**src/rtl/blackjack_pkg.sv**
```systemverilog
// blackjack_pkg: shared card constants, dealer state type and card index to value mapping.
package blackjack_pkg;
  localparam logic [3:0] CARD_ACE_VAL = 4'd11;
  localparam logic [5:0] DECK_SIZE = 6'd52;
  localparam logic [7:0] LFSR_TAPS = 8'hB8;
  typedef enum logic [2:0] {IDLE, PICK, PROBE, WAIT_DROP, SHUFFLE} dealer_state_t;
  function automatic logic [3:0] card_value(input logic [5:0] idx);
    return (idx >> 2) == 6'd0 ? CARD_ACE_VAL : (idx >> 2) >= 6'd10 ? 4'd10 : 4'((idx >> 2) + 6'd1);
  endfunction
endpackage

```
**src/rtl/card_dealer_if.sv**
```systemverilog
// card_dealer_if: player/dealer four-phase card handshake plus shoe status.
interface card_dealer_if;
  logic request;
  logic shuffle;
  logic ready;
  logic reshuffled;
  logic [3:0] cval;
  logic [5:0] cards_left;
  modport master (output request, shuffle, input ready, cval, cards_left, reshuffled);
  modport slave (input request, shuffle, output ready, cval, cards_left, reshuffled);
endinterface

```
**src/rtl/dealer_lfsr.sv**
```systemverilog
// dealer_lfsr: free-running 8-bit Galois LFSR used to pick candidate cards.
module dealer_lfsr import blackjack_pkg::*; #(
  parameter logic [7:0] SEED = 8'h5A
) (
  input  logic       clk,
  input  logic       rst,
  output logic [7:0] o_state
);
  logic [7:0] r_lfsr;
  always_ff @(posedge clk or negedge rst)
    if (!rst) r_lfsr <= SEED;
    else r_lfsr <= (r_lfsr >> 1) ^ (r_lfsr[0] ? LFSR_TAPS : 8'h00);
  assign o_state = r_lfsr;
endmodule

```
**src/rtl/card_dealer.sv**
```systemverilog
// card_dealer: 52-card shoe dealer answering the player's request/ready handshake.
// Define CARD_DEALER_INFINITE_EN for an infinite shoe (no dealt mask, no depletion).
module card_dealer import blackjack_pkg::*; #(
  parameter logic [7:0] SEED = 8'h5A
) (
  input logic        clk,
  input logic        rst,
  card_dealer_if.slave io_bus
);
  logic [7:0] w_lfsr;
  logic [5:0] w_cand;
  logic w_hit;
  logic w_empty;
  logic w_unused;
  dealer_state_t r_state;
  logic [5:0] r_idx;
  logic r_ready;
  logic r_reshuffled;
  logic [3:0] r_cval;
  dealer_lfsr #(.SEED(SEED)) u_lfsr (.clk(clk), .rst(rst), .o_state(w_lfsr));
  assign w_cand = w_lfsr[5:0] >= DECK_SIZE ? w_lfsr[5:0] - DECK_SIZE : w_lfsr[5:0];
  assign w_unused = ^w_lfsr[7:6];
`ifdef CARD_DEALER_INFINITE_EN
  assign w_hit = 1'b1;
  assign w_empty = 1'b0;
  assign io_bus.cards_left = DECK_SIZE;
`else
  logic [DECK_SIZE-1:0] r_mask;
  logic [5:0] r_cards_left;
  assign w_hit = !r_mask[r_idx];
  assign w_empty = r_cards_left == 6'd0;
  assign io_bus.cards_left = r_cards_left;
  always_ff @(posedge clk or negedge rst)
    if (!rst) begin
      r_mask <= '0;
      r_cards_left <= DECK_SIZE;
    end else if (r_state == SHUFFLE) begin
      r_mask <= '0;
      r_cards_left <= DECK_SIZE;
    end else if (r_state == PROBE && w_hit) begin
      r_mask[r_idx] <= 1'b1;
      r_cards_left <= r_cards_left - 6'd1;
    end
`endif
  always_ff @(posedge clk or negedge rst)
    if (!rst) begin
      r_state <= IDLE;
      r_idx <= '0;
      r_ready <= 1'b0;
      r_cval <= '0;
      r_reshuffled <= 1'b0;
    end else begin
      r_reshuffled <= 1'b0;
      case (r_state)
        IDLE: r_state <= io_bus.shuffle ? SHUFFLE : !io_bus.request ? IDLE : w_empty ? SHUFFLE : PICK;
        PICK: begin
          r_idx <= w_cand;
          r_state <= PROBE;
        end
        PROBE:
          if (w_hit) begin
            r_cval <= card_value(r_idx);
            r_ready <= 1'b1;
            r_state <= WAIT_DROP;
          end else r_idx <= r_idx == DECK_SIZE - 6'd1 ? 6'd0 : r_idx + 6'd1;
        WAIT_DROP:
          if (!io_bus.request) begin
            r_ready <= 1'b0;
            r_state <= IDLE;
          end
        SHUFFLE: begin
          r_reshuffled <= 1'b1;
          r_state <= IDLE;
        end
        default: r_state <= IDLE;
      endcase
    end
  assign io_bus.ready = r_ready;
  assign io_bus.cval = r_cval;
  assign io_bus.reshuffled = r_reshuffled;
endmodule

```
**src/flat_wrapper.sv**
```systemverilog
// flat-port wrapper written by rule: the top's interface ports become plain ports
module card_dealer_flat import blackjack_pkg::*;
#(
  parameter logic [7:0] SEED = 8'h5A
)
  (clk, rst, io_bus_request, io_bus_shuffle, io_bus_ready, io_bus_cval, io_bus_cards_left, io_bus_reshuffled);
  card_dealer_if io_bus_i ();
  input logic clk;
  input logic rst;
  input wire logic [$bits(io_bus_i.request)-1:0] io_bus_request;
  input wire logic [$bits(io_bus_i.shuffle)-1:0] io_bus_shuffle;
  output wire logic [$bits(io_bus_i.ready)-1:0] io_bus_ready;
  output wire logic [$bits(io_bus_i.cval)-1:0] io_bus_cval;
  output wire logic [$bits(io_bus_i.cards_left)-1:0] io_bus_cards_left;
  output wire logic [$bits(io_bus_i.reshuffled)-1:0] io_bus_reshuffled;
  assign io_bus_i.request = io_bus_request;
  assign io_bus_i.shuffle = io_bus_shuffle;
  assign io_bus_ready = io_bus_i.ready;
  assign io_bus_cval = io_bus_i.cval;
  assign io_bus_cards_left = io_bus_i.cards_left;
  assign io_bus_reshuffled = io_bus_i.reshuffled;
  card_dealer #(.SEED(SEED)) u_core (.clk(clk), .rst(rst), .io_bus(io_bus_i));
endmodule
```
**config.mk**
```make
export PLATFORM = sky130hd
export DESIGN_NAME = card_dealer_flat
export DESIGN_NICKNAME = d
export VERILOG_FILES = /design/src/rtl/blackjack_pkg.sv /design/src/rtl/card_dealer_if.sv /design/src/rtl/dealer_lfsr.sv /design/src/rtl/card_dealer.sv /design/src/flat_wrapper.sv
export SDC_FILE = /design/constraint.sdc
export NUM_CORES = 1
export LEC_CHECK = 0
export BUFFER_PORTS_ARGS = -buffer_cell sky130_fd_sc_hd__buf_2
export CAP_MARGIN = 20
export CORE_ASPECT_RATIO = 1.25
export CORE_UTILIZATION = 66
export CTS_CLUSTER_SIZE = 28
export DETAILED_ROUTE_END_ITERATION = 8
export MAX_ROUTING_LAYER = met4
export PLACE_DENSITY = 0.84
export REMOVE_ABC_BUFFERS = 1
export SLEW_MARGIN = 25
export SYNTH_ARGS = -nofsm -noshare
export SYNTH_HDL_FRONTEND = slang
export SYNTH_SLANG_ARGS = --single-unit
export TNS_END_PERCENT = 10
```
**constraint.sdc**
```tcl
create_clock -name clk -period 5.3 [get_ports clk]
set_input_delay 0.795 -clock clk [delete_from_list [all_inputs] [get_ports clk]]
set_output_delay 0.795 -clock clk [all_outputs]
set_load 0.005 [all_outputs]
```
# After elaboration in Yosys (flattened, before gate mapping)
# Index checks and enable logic that the tools add are counted.
# word_totals
out_inout_bits,12
romBits,0
ram_bits,0
latchBits,0
reg_bits,81
wordCells,65
in_bits,4
mem_count,0
# op_classes
order_cmp,4
n_addsub,4
n_reduce_logical,13
multipliers,0
div,0
muxes,25
eq_ne,8
bitwise_logic,3
n_shift,0
# ops
op,n
$mux 52,2
$or 52x52->52,1
$mux 6,5
$mux 3,5
$logic_not 6->1,2
$pmux 3 s4,1
$pmux 6 s2,1
$mux 4,2
$mux 8,1
$xor 7x8->8,1
$lt 6x7->1 const B,1
$add 6x1->6 const B,1
$bmux 1 s6,1
$demux 1 s6,1
$eq 3x2->1 const B,2
$eq 6x6->1 const B,1
$ge 6x1->1 const B,1
$ge 6x6->1 const B,1
$reduce_and 2->1,3
$reduce_bool 2->1,3
$sub 6x1->6 const B,1
$sub 6x6->6 const B,1
$mux 1,5
$add 4x1->4 const B,1
other kinds (11),13

# Longest topological paths before layout
# Gate-level depths: netlist of run 1.
# depth
depth_word,7
depth_mapped,12
ltp_nobuf,9

# Modules after synthesis
# Synthesis of run 1 repeated with hierarchy kept, for this count alone.
# hier_totals
hier_cells,418
area_unflattened_um2,4136.5
# by_module_without_submodules
mod,area_each_um2,cells_per_inst,n_inst,seq_area_each_um2
card_dealer,3905.0,407,1,1830.5
dealer_lfsr,231.5,11,1,205.2

# Worst setup path after synthesis of run 1
# OpenSTA, ideal clock, no wires.
# synth_timing
kind,reg-to-reg
from,register u_core.r_idx[1]
to,"register u_core.r_cval[2], in the netlist u_core.io_bus.cval[2]"
synth_period_minus_slack_ps,2537
n_path_buf,3
arrival_time_ps,2409
setup_time_ps,127
stages_incl_launch_ff,11
required_time_ps,5173
slack_ps,2763
path_cell_list,dfrtp_1 > buf_2 > clkbuf_1 > mux4_2 > nand2_1 > o21ai_0 > or3_4 > nor4b_4 > and2_1 > buf_4 > mux2_1
# synth_between
elab_chain_cells,4
# synth_lines
element,line_no,text
start: declaration,card_dealer.sv:16,logic [5:0] r_idx;
start signal: assignment,card_dealer.sv:57,r_idx <= w_cand;
start signal: assignment,card_dealer.sv:65,end else r_idx <= r_idx == DECK_SIZE - 6'd1 ? 6'd0 : r_idx + 6'd1;
$bmux 1 s6,card_dealer.sv:30,assign w_hit = !r_mask[r_idx];
$mux 1 (not written as such),card_dealer.sv:30,
$not 1->1 (no line),-,
$reduce_and 2->1 (no line),-,
end signal: assignment,card_dealer.sv:62,r_cval <= card_value(r_idx);
end: declaration,card_dealer.sv:19,logic [3:0] r_cval;
# No other way between the ends. The select of a mux whose other input is x is not followed.
# A chain may end at the register's enable or synchronous reset.

# Final worst setup path of run 1
# layout_timing
from,register u_core.r_idx[0]
to,"register u_core.r_cval[2], in the netlist u_core.io_bus.cval[2]"
# Same word-level chain as after synthesis.

==> results of run 1 <==
## area by class of cell
| class | count | share of cell area [%] |
|---|---|---|
| repair buffers | 19 | 2.483 |
| clock buffers | 10 | 2.845 |
| well taps | 85 | 2.371 |
| flip-flops and latches | 81 | 45.38 |
| multi-input cells | 310 | 43.60 |
| clock inverters | 6 | 2.064 |
| inverters | 15 | 1.255 |
## Yosys cell counts, drive strengths merged, types with 3 or more instances
cell / instances
dfrtp: 74
nand2: 64
o21ai: 31
nor2: 28
o31ai: 23
clkbuf: 21
a21oi: 20
buf: 15
inv: 14
nor3: 12
nand3: 11
a32o: 9
a31oi: 8
dfstp: 7
mux2: 7
nand3b: 7
a221oi: 6
ha: 6
and3b: 5
nor3b: 5
o211ai: 5
a211oi: 4
a41oi: 4
mux2i: 4
or3: 4
or3b: 4
and2: 3
and3: 3
o41ai: 3
xor2: 3
## through the flow
stage               hold WS [ns]  total power, uW  area, um2  cells  util (%)
floorplan                 0.3330             1463       4048    406         -
finish                    0.3636             2273       4486    526     72.75
CTS                       0.3666             2263       4482    526     72.69
detailed placement        0.3431             1775       4262    510     69.12
global route              0.3730             2417       4486    526     72.75
global placement          0.3442             1746       4262    510     69.12
## state kept, by name, indices dropped and copies added (netlist names)
name,cells
u_core.r_mask,52
u_core.u_lfsr.o_state,8
u_core.io_bus.cards_left,6
u_core.r_idx,6
u_core.io_bus.cval,4
u_core.r_state,3
u_core.io_bus.ready,1
u_core.io_bus.reshuffled,1
## worst max-delay path, delay by kind of cell, from the launching register on
kind | cells | cell delay (ns)
AND/OR/NAND/NOR | 5 | 1.96
AO/OA/AOI/OAI | 1 | 0.44
multiplexers | 1 | 0.37
flip-flops | 1 | 0.93
## power by group through the flow
| stage | Combinational (uW) | Sequential [uW] | Clock (uW) |
|---|---|---|---|
| global route | 963 | 929 | 526 |
| global placement | 838 | 909 | 0 |
| detailed placement | 863 | 912 | 0 |
| finish | 877 | 905 | 492 |
| CTS | 865 | 899 | 499 |
| floorplan | 589 | 874 | 0 |
## cell families (layout without fill, tap and decap cells)
kind of cell	Yosys count	after routing	share of synthesized area, %
simple gates	157	157	18.79
compound gates	129	129	20.90
flops	81	81	48.31
buf+inv	51	50	5.285
mux	13	13	3.889
fa+ha+maj	6	6	1.781
xor+xnor	5	5	1.039
## layer usage
layer / vias up / share of wire [%] / GRT usage (%)
met4: 0 / 3.0 / 12.82
li1: 1605 / - / -
met2: 141 / 50 / 50.31
met3: 28 / 5.0 / 6.770
met1: 1700 / 42 / 42.92
met5: - / 0 / -
## final timing paths
check	from	end	slack (ns)
max in group asynchronous	rst	u_core.r_mask[32]	4.35
max	u_core.r_idx[0]	u_core.io_bus.cval[2]	1.46
min in group asynchronous	rst	u_core.r_mask[22]	0.49
min reg2reg	u_core.u_lfsr.o_state[7]	u_core.u_lfsr.o_state[6]	0.36
max reg2reg	u_core.r_idx[0]	u_core.io_bus.cval[2]	1.46
min	u_core.u_lfsr.o_state[7]	u_core.u_lfsr.o_state[6]	0.36
==> results.ini, run 1 <==
[run_status]
status=finished, final reports clean

[yosys]
synth_top_area_cell=dfrtp_1
synth_top_flop_cell=dfrtp_1
synthArstFlopShare_pct=100.0
synthTopCellsByArea=dfrtp_1, nand2_1, dfstp_2
netlist-cell-type-count=63
seq_area_frac_synth_pct=48.31
yosys_warnings=0
synth_cells=442
synth.avg_cell_area_um2=9.534
syn_area_um2=4214
synth_seq_cells=81
synth-edff-count=0
synth_top_cell_area_share_pct=43.94

[finish]
fill_cells=460
mostFrequentLayoutCells=dfrtp_1, nand2_1, nor2_1, o31ai_1, a21oi_1
final_nets=446
regArea_um2=2036
syn_to_final_growth_pct=6.443
final_common_cell=dfrtp_1
antenna_cells=0
multi_input_area_um2=1956
drive_above_1_share_pct=12.70

[global_route]
grt_max_degree=82
grt_use_total_pct=32.90
antenna_found_initial=0
first_global_vias=3310
globalRouteOverflowTotal=0
grt_first_pass_wirelength_um=16440

[routing]
vias=3474
drt_wl_total_um=9775
drcViolationCount=0
drtIter0Drc=450
drt.antenna.violating_nets=0
drt_first_pass_iters=5
routed_via_density=6.605
wl_per_cell_um=18.58

[setup_path]
cpPeakStageDelay_ns=0.93
critPathKind=flip-flop to flip-flop
crit_path_start_kind=flip-flop
worst-path-max-fanout=29
ff2ff_path_depth=7
worstPathArrival_ns=4.08
slowest_stage=dfrtp_1
end_kind=flip-flop
cp.required_ns=5.54
crit_chain=nor2b_1, a221oi_1, nor3_1, or3_4, nor4b_4, and2_1, mux2_1

[clock_tree]
clockBufferDepth=2
tritoncts=built
cts_buffers=9
h-tree-depth=3
cts_hold_buf=0
cts_sinks=81
clkSlewWorstSetupHoldPaths_ns=0.09
root_buffer=clkbuf_8
worstSkewPairLatency_ns=0.35
cts_resized=0
post-cts-setup-buffers=0

[timing]
drv_slew=0
slew_headroom_pct=40.59
clock_skew_ns=0.01115
hold_viol=0
post-route-period-util_pct=72.38
setup_violations=0
worstMarginPinSlew_ns=0.8911
fin_ws_ns=1.464
tns_ns=0
clock.fmax_mhz=260.7
fin_crit_ns=3.836
grt_setup_unrepaired=false

[placed_design]
dp_hpwl_um=6647
gp_congestion=0.9094
dp_slack_ns=1.582
numPortBuffers=15

[worst_hold_path]
whs_path_depth=0
hold_path_class=flip-flop to flip-flop

[power]
power.share.switching_pct=42.45
power.leakage_uw=0.001913
combPwrFrac_pct=38.6
power_switching_uw=964.9
seqPwrFrac_pct=39.8
pwr-share-clk_pct=21.6
internal_power_uw=1308
max-vdd-ir-drop_mv=0.3158
power_density_nw_per_um2=506.8

[floorplanning]
start_util_pct=68.34
die_w_um=73.47
coreArea_um2=6166
pin_count=16
row_count=32
die_h_um=91.34
dieArea_um2=6710

[flow_run]
cap_viol_max_count=0

(Power assumes the default switching activity.)
==> run 2: changes to the inputs <==
- CORE_UTILIZATION: 66 -> 62
- PLACE_DENSITY: 0.84 -> 0.8
- clock period: 5.3 -> 4 ns (I/O delays scaled with it)
==> results.ini, run 2 (synthesized netlist as in run 1, its figures left out) <==
[run_status]
status=finished, final reports clean

[global_route]
antenna_found_initial=0  ; unchanged
grt_first_pass_wirelength_um=16730  ; +1.8%
grt_use_total_pct=32.88  ; about the same
grt_max_degree=82  ; unchanged
first_global_vias=3339  ; +0.88%
globalRouteOverflowTotal=0  ; unchanged

[placed_design]
dp_hpwl_um=7067  ; +6.3%
dp_cells=519  ; +1.8%
gp_congestion=0.9525  ; +4.7%
numPortBuffers=15  ; unchanged

[clock_tree]
tritoncts=built
cts_sinks=81  ; unchanged
cts_buffers=9  ; unchanged
post-cts-setup-buffers=0  ; unchanged
cts_resized=0  ; unchanged
worstSkewPairLatency_ns=0.36  ; about the same
clkSlewWorstSetupHoldPaths_ns=0.08  ; about the same
root_buffer=clkbuf_8
cts_hold_buf=0  ; unchanged
h-tree-depth=3  ; unchanged
clockBufferDepth=2  ; unchanged

[routing]
vias=3479  ; +0.14%
drtIter0Drc=398  ; -12%
drcViolationCount=0  ; unchanged
drt_first_pass_iters=5  ; unchanged
drt.antenna.violating_nets=0  ; unchanged
drt_wl_total_um=10170  ; +4.1%
wl_per_cell_um=19.01  ; +2.3%
routed_via_density=6.503  ; -1.5%

[finish]
layout.cells.non_filler=535  ; +1.7%
multi_input_area_um2=1956  ; unchanged
final_nets=453  ; +1.6%
largest_register_ffs=52  ; unchanged
antenna_cells=0  ; unchanged
mostFrequentLayoutCells=dfrtp_1, nand2_1, nor2_1, o31ai_1, a21oi_1
fill_cells=506  ; +10%
regArea_um2=2036  ; unchanged
largest_register=u_core.r_mask
final_common_cell=dfrtp_1
syn_to_final_growth_pct=7.631
drive_above_1_share_pct=14.29  ; +1.6 points

[flow_run]
cap_viol_max_count=0  ; unchanged

[setup_path]
critPathLaunch=u_core.r_idx[1]
worst-path-max-fanout=20  ; -31%
worstPathArrival_ns=3.53  ; -0.55 ns
r2r_start=u_core.r_idx[1]
critPathKind=flip-flop to flip-flop
cp.required_ns=4.28  ; -1.26 ns
cpMostUsedCell=buf_4
slowest_stage=dfrtp_1
crit_chain=buf_4, nor2b_1, a221oi_1, nor3_1, or3_4, nor4b_4, buf_4, and2_1, buf_4, mux2i_1
crit_path_start_kind=flip-flop
cpPeakStageDelay_ns=0.48  ; -0.45 ns
end_kind=flip-flop

[timing]
clock.fmax_mhz=307.7  ; +18%
grt_setup_unrepaired=false
tns_ns=0  ; unchanged
whs_ns=0.2656  ; -0.09807 ns
drv_slew=0  ; unchanged
post-route-period-util_pct=81.24  ; +8.9 points
worstMarginPinSlew_ns=0.7205  ; -0.1706 ns
clock_skew_ns=0.006700  ; -0.004450 ns
slew_headroom_pct=51.97  ; +11 points
setup_violations=0  ; unchanged
fin_crit_ns=3.250  ; -0.5865 ns
hold_viol=0  ; unchanged

[power]
power.leakage_uw=0.001950  ; +1.9%
max-vdd-ir-drop_mv=0.4285  ; +36%
power_density_nw_per_um2=675.8  ; +33%
power_uw=3065  ; +35%

[floorplanning]
coreArea_um2=6565  ; +6.5%
start_util_pct=64.19  ; -4.2 points
die_w_um=75.74  ; +3.1%
pin_count=16  ; unchanged
die_h_um=94.18  ; +3.1%
dieArea_um2=7133  ; +6.3%
row_count=33  ; +3.1%

[worst_hold_path]
hold_path_class=primary input to async pin

-- run 2: cell types whose count changed in the layout (fill, tap and decap cells not counted), sizes merged --
cell / delta
clkinv: -1
bufinv: -1
clkbuf: +2
buf: +7
-- run 2: metrics by stage --
step / utilization, % / setup WS, ns / cell area, um2
2_1_floorplan: - / 0.2173 / 4048
3_3_place_gp: 65.75 / 0.9378 / 4317
3_5_place_dp: 65.75 / 0.7843 / 4317
4_1_cts: 69.03 / 0.7728 / 4532
5_1_grt: 69.09 / 0.6235 / 4536
6_report: 69.09 / 0.7504 / 4536
-- run 2: final cells by class --
class	count	share of cell area, %
Clock buffer	12	3.641
Clock inverter	4	1.103
Inverter	15	1.241
Multi-Input combinational cell	310	43.12
Sequential cell	81	44.88
Tap cell	87	2.400
Timing Repair Buffer	26	3.614
-- run 2: worst max-delay path: cells and delay by family (launching register included) --
kind / cells / cell delay, ns
AO/OA/AOI/OAI: 1 / 0.36
AND/OR/NAND/NOR: 5 / 1.37
flip-flops: 1 / 0.48
buffers and inverters: 3 / 0.76
multiplexers: 1 / 0.19
-- run 2: worst paths after layout --
check	to	slack (ns)	cells after the start
setup / recovery	u_core.io_bus.cval[1]	0.75	10
max in group asynchronous	u_core.r_mask[41]	3.23	1
hold / removal	u_core.r_mask[19]	0.27	1
hold reg to reg	u_core.u_lfsr.o_state[6]	0.36	0
setup reg to reg	u_core.io_bus.cval[1]	0.75	10
min in group clk	u_core.u_lfsr.o_state[6]	0.36	0
-- run 2: report_power, final --
part / switching [uW] / internal [uW]
Combinational: 850 / 457
Clock: 289 / 338
Sequential: 160 / 972
-- run 2: metal layers --
| metal | share of wire [%] | vias to the layer above | track usage, % | routed length (um) |
|---|---|---|---|---|
| met2 | 48 | 148 | 47.94 | 4918 |
| li1 | - | 1612 | - | - |
| met4 | 4.8 | 0 | 21.45 | 488 |
| met5 | 0 | - | - | 0 |
| met3 | 5.1 | 40 | 4.292 | 519 |
| met1 | 42 | 1679 | 42.57 | 4246 |
==> run 3: changes to the inputs <==
- clock period: 4 -> 3.3 ns (I/O delays scaled with it)
==> results.ini, run 3 (synthesized netlist as in run 1, its figures left out) <==
[run_status]
status=finished, final reports clean

[routing]
drt_wl_total_um=10620  ; +4.4%
drt.antenna.violating_nets=0  ; unchanged
wl_per_cell_um=19.62  ; +3.2%
vias=3593  ; +3.3%
drcViolationCount=0  ; unchanged
routed_via_density=6.641  ; +2.1%
drt_first_pass_iters=5  ; unchanged
drtIter0Drc=396  ; -0.50%

[setup_path]
r2r_slack_ns=0.32  ; -0.43 ns
worst-path-max-fanout=26  ; +30%
cp.required_ns=3.55  ; -0.73 ns
endpoint=u_core.r_mask[32]
critPathLaunch=u_core.r_idx[2]
crit_cells=8  ; -2
r2r_start=u_core.r_idx[2]
crit_path_start_kind=flip-flop
cpPeakStageDelay_ns=0.45  ; -0.03 ns
r2r-end=u_core.r_mask[32]
slowest_stage=dfrtp_1
ff2ff_path_depth=8  ; -2
cp_top_family=simple AND/OR/NAND/NOR gates
end_kind=flip-flop
worstPathArrival_ns=3.23  ; -0.30 ns
critPathKind=flip-flop to flip-flop
crit_buf_inv=2  ; -1
crit_chain=buf_4, clkinv_1, a221oi_1, nor3_1, or3_4, nor4b_4, nand2_2, o31ai_1

[floorplanning]
die_h_um=94.18  ; unchanged
coreArea_um2=6565  ; unchanged
die_w_um=75.74  ; unchanged
pin_count=16  ; unchanged
row_count=33  ; unchanged
dieArea_um2=7133  ; unchanged
start_util_pct=64.19  ; unchanged

[clock_tree]
cts_buffers=9  ; unchanged
post-cts-setup-buffers=0  ; unchanged
cts_sinks=81  ; unchanged
tritoncts=built
h-tree-depth=3  ; unchanged
worstSkewPairLatency_ns=0.37  ; about the same
root_buffer=clkbuf_8
cts_resized=0  ; unchanged
clkSlewWorstSetupHoldPaths_ns=0.08  ; about the same
cts_hold_buf=0  ; unchanged
clockBufferDepth=2  ; unchanged

[finish]
antenna_cells=0  ; unchanged
fill_cells=514  ; +1.6%
layout.cells.non_filler=541  ; +1.1%
post-route-util_pct=70.36  ; +1.3 points
largest_register=u_core.r_mask
final_common_cell=dfrtp_1
syn_to_final_growth_pct=9.620
largest_register_ffs=52  ; unchanged
drive_above_1_share_pct=15.20  ; +0.91 points
final_nets=459  ; +1.3%
mostFrequentLayoutCells=dfrtp_1, nand2_1, nor2_1, o31ai_1, a21oi_1
fin_area_um2=4619  ; +1.8%

[timing]
post-route-period-util_pct=90.42  ; +9.2 points
grt_setup_unrepaired=false
drv_slew=0  ; unchanged
worstMarginPinSlew_ns=0.7100  ; -0.01045 ns
clock.fmax_mhz=335.1  ; +8.9%
clock_skew_ns=0.01539  ; +0.008687 ns
fin_crit_ns=2.984  ; -0.2657 ns
hold_viol=0  ; unchanged
slew_headroom_pct=52.66  ; +0.70 points
setup_violations=0  ; unchanged

[power]
power_density_nw_per_um2=846.2  ; +25%
max-vdd-ir-drop_mv=0.4932  ; +15%
power.leakage_uw=0.002004  ; +2.8%

[flow_run]
cap_viol_max_count=0  ; unchanged

[placed_design]
dp_hpwl_um=7271  ; +2.9%
numPortBuffers=15  ; unchanged
dp_cells=525  ; +1.2%
gp_congestion=0.9478  ; -0.49%
place_area_um2=4362  ; +1.0%

[global_route]
top_usage_layer=met2
antenna_found_initial=0  ; unchanged
grt_first_pass_wirelength_um=17460  ; +4.3%
globalRouteOverflowTotal=0  ; unchanged
met1_usage_pct=42.56  ; about the same
grt_use_met3_pct=5.579  ; +1.3 points
grt_max_degree=82  ; unchanged
grt_use_total_pct=34.50  ; +1.6 points
grt.met2_usage_pct=51.25  ; +3.3 points
first_global_vias=3520  ; +5.4%

[worst_hold_path]
hold_path_class=primary input to async pin

[run 3: changes by cell type in the layout (fill, tap and decap cells not counted)]
cell / delta
clkinvlp_4: -2
buf_4: +6
clkinv_2: -1
clkbuf_8: -1
clkbuf_1: +1
bufinv_16: +2
inv_6: +1
[run 3: cell type report]
cell class                 instances  area [um2]  area share [%]
timing repair buffer              32       209.0           4.523
inverter                          15       56.30           1.219
sequential                        81        2036           44.07
clock buffer                      12       155.1           3.359
multi-input combinational        310        1956           42.33
tap                               87       108.9           2.356
clock inverter                     4       98.84           2.140
[run 3: worst min-delay path by stage]
stage,to,slack (ns),cells after the start
5_1_grt,u_core.r_mask[22],0.23,1
4_1_cts,u_core.r_mask[4],0.33,1
2_1_floorplan,u_core.io_bus.cards_left[0],0.20,0
3_3_place_gp,u_core.u_lfsr.o_state[6],0.34,0
6_report,u_core.r_mask[19],0.16,1
3_5_place_dp,u_core.u_lfsr.o_state[6],0.36,0
[run 3: report_power, final]
group          internal, uW  switching [uW]  total (uW)
Sequential             1180             190        1370
Clock                   547             366         913
Combinational           578            1050        1630
Total                  2300            1610        3910
[run 3: metal layers]
| metal | part of all wire, % | up-vias |
|---|---|---|
| met4 | 4.9 | 0 |
| met1 | 41 | 1773 |
| met3 | 5.0 | 43 |
| met5 | 0 | - |
| met2 | 49 | 153 |
| li1 | - | 1624 |
[run 3: through the flow]
step / worst slack [ns] / setup TNS [ns] / hold slack, ns / total power, uW
floorplan: -0.4827 / -15.42 / 0.1994 / 2349
global placement: 0.5481 / 0 / 0.3445 / 2929
detailed placement: 0.4239 / 0 / 0.3615 / 2971
CTS: 0.3418 / 0 / 0.3293 / 3881
global route: 0.1524 / 0 / 0.2285 / 4104
finish: 0.3161 / 0 / 0.1578 / 3909
[run 3: worst reg2reg max path, stage by stage, from the launching register on]
cell      delay (ns)
dfrtp_1         0.45
buf_4           0.20
clkinv_1        0.26
a221oi_1        0.30
nor3_1          0.10
or3_4           0.42
nor4b_4         0.32
nand2_2         0.39
o31ai_1         0.42
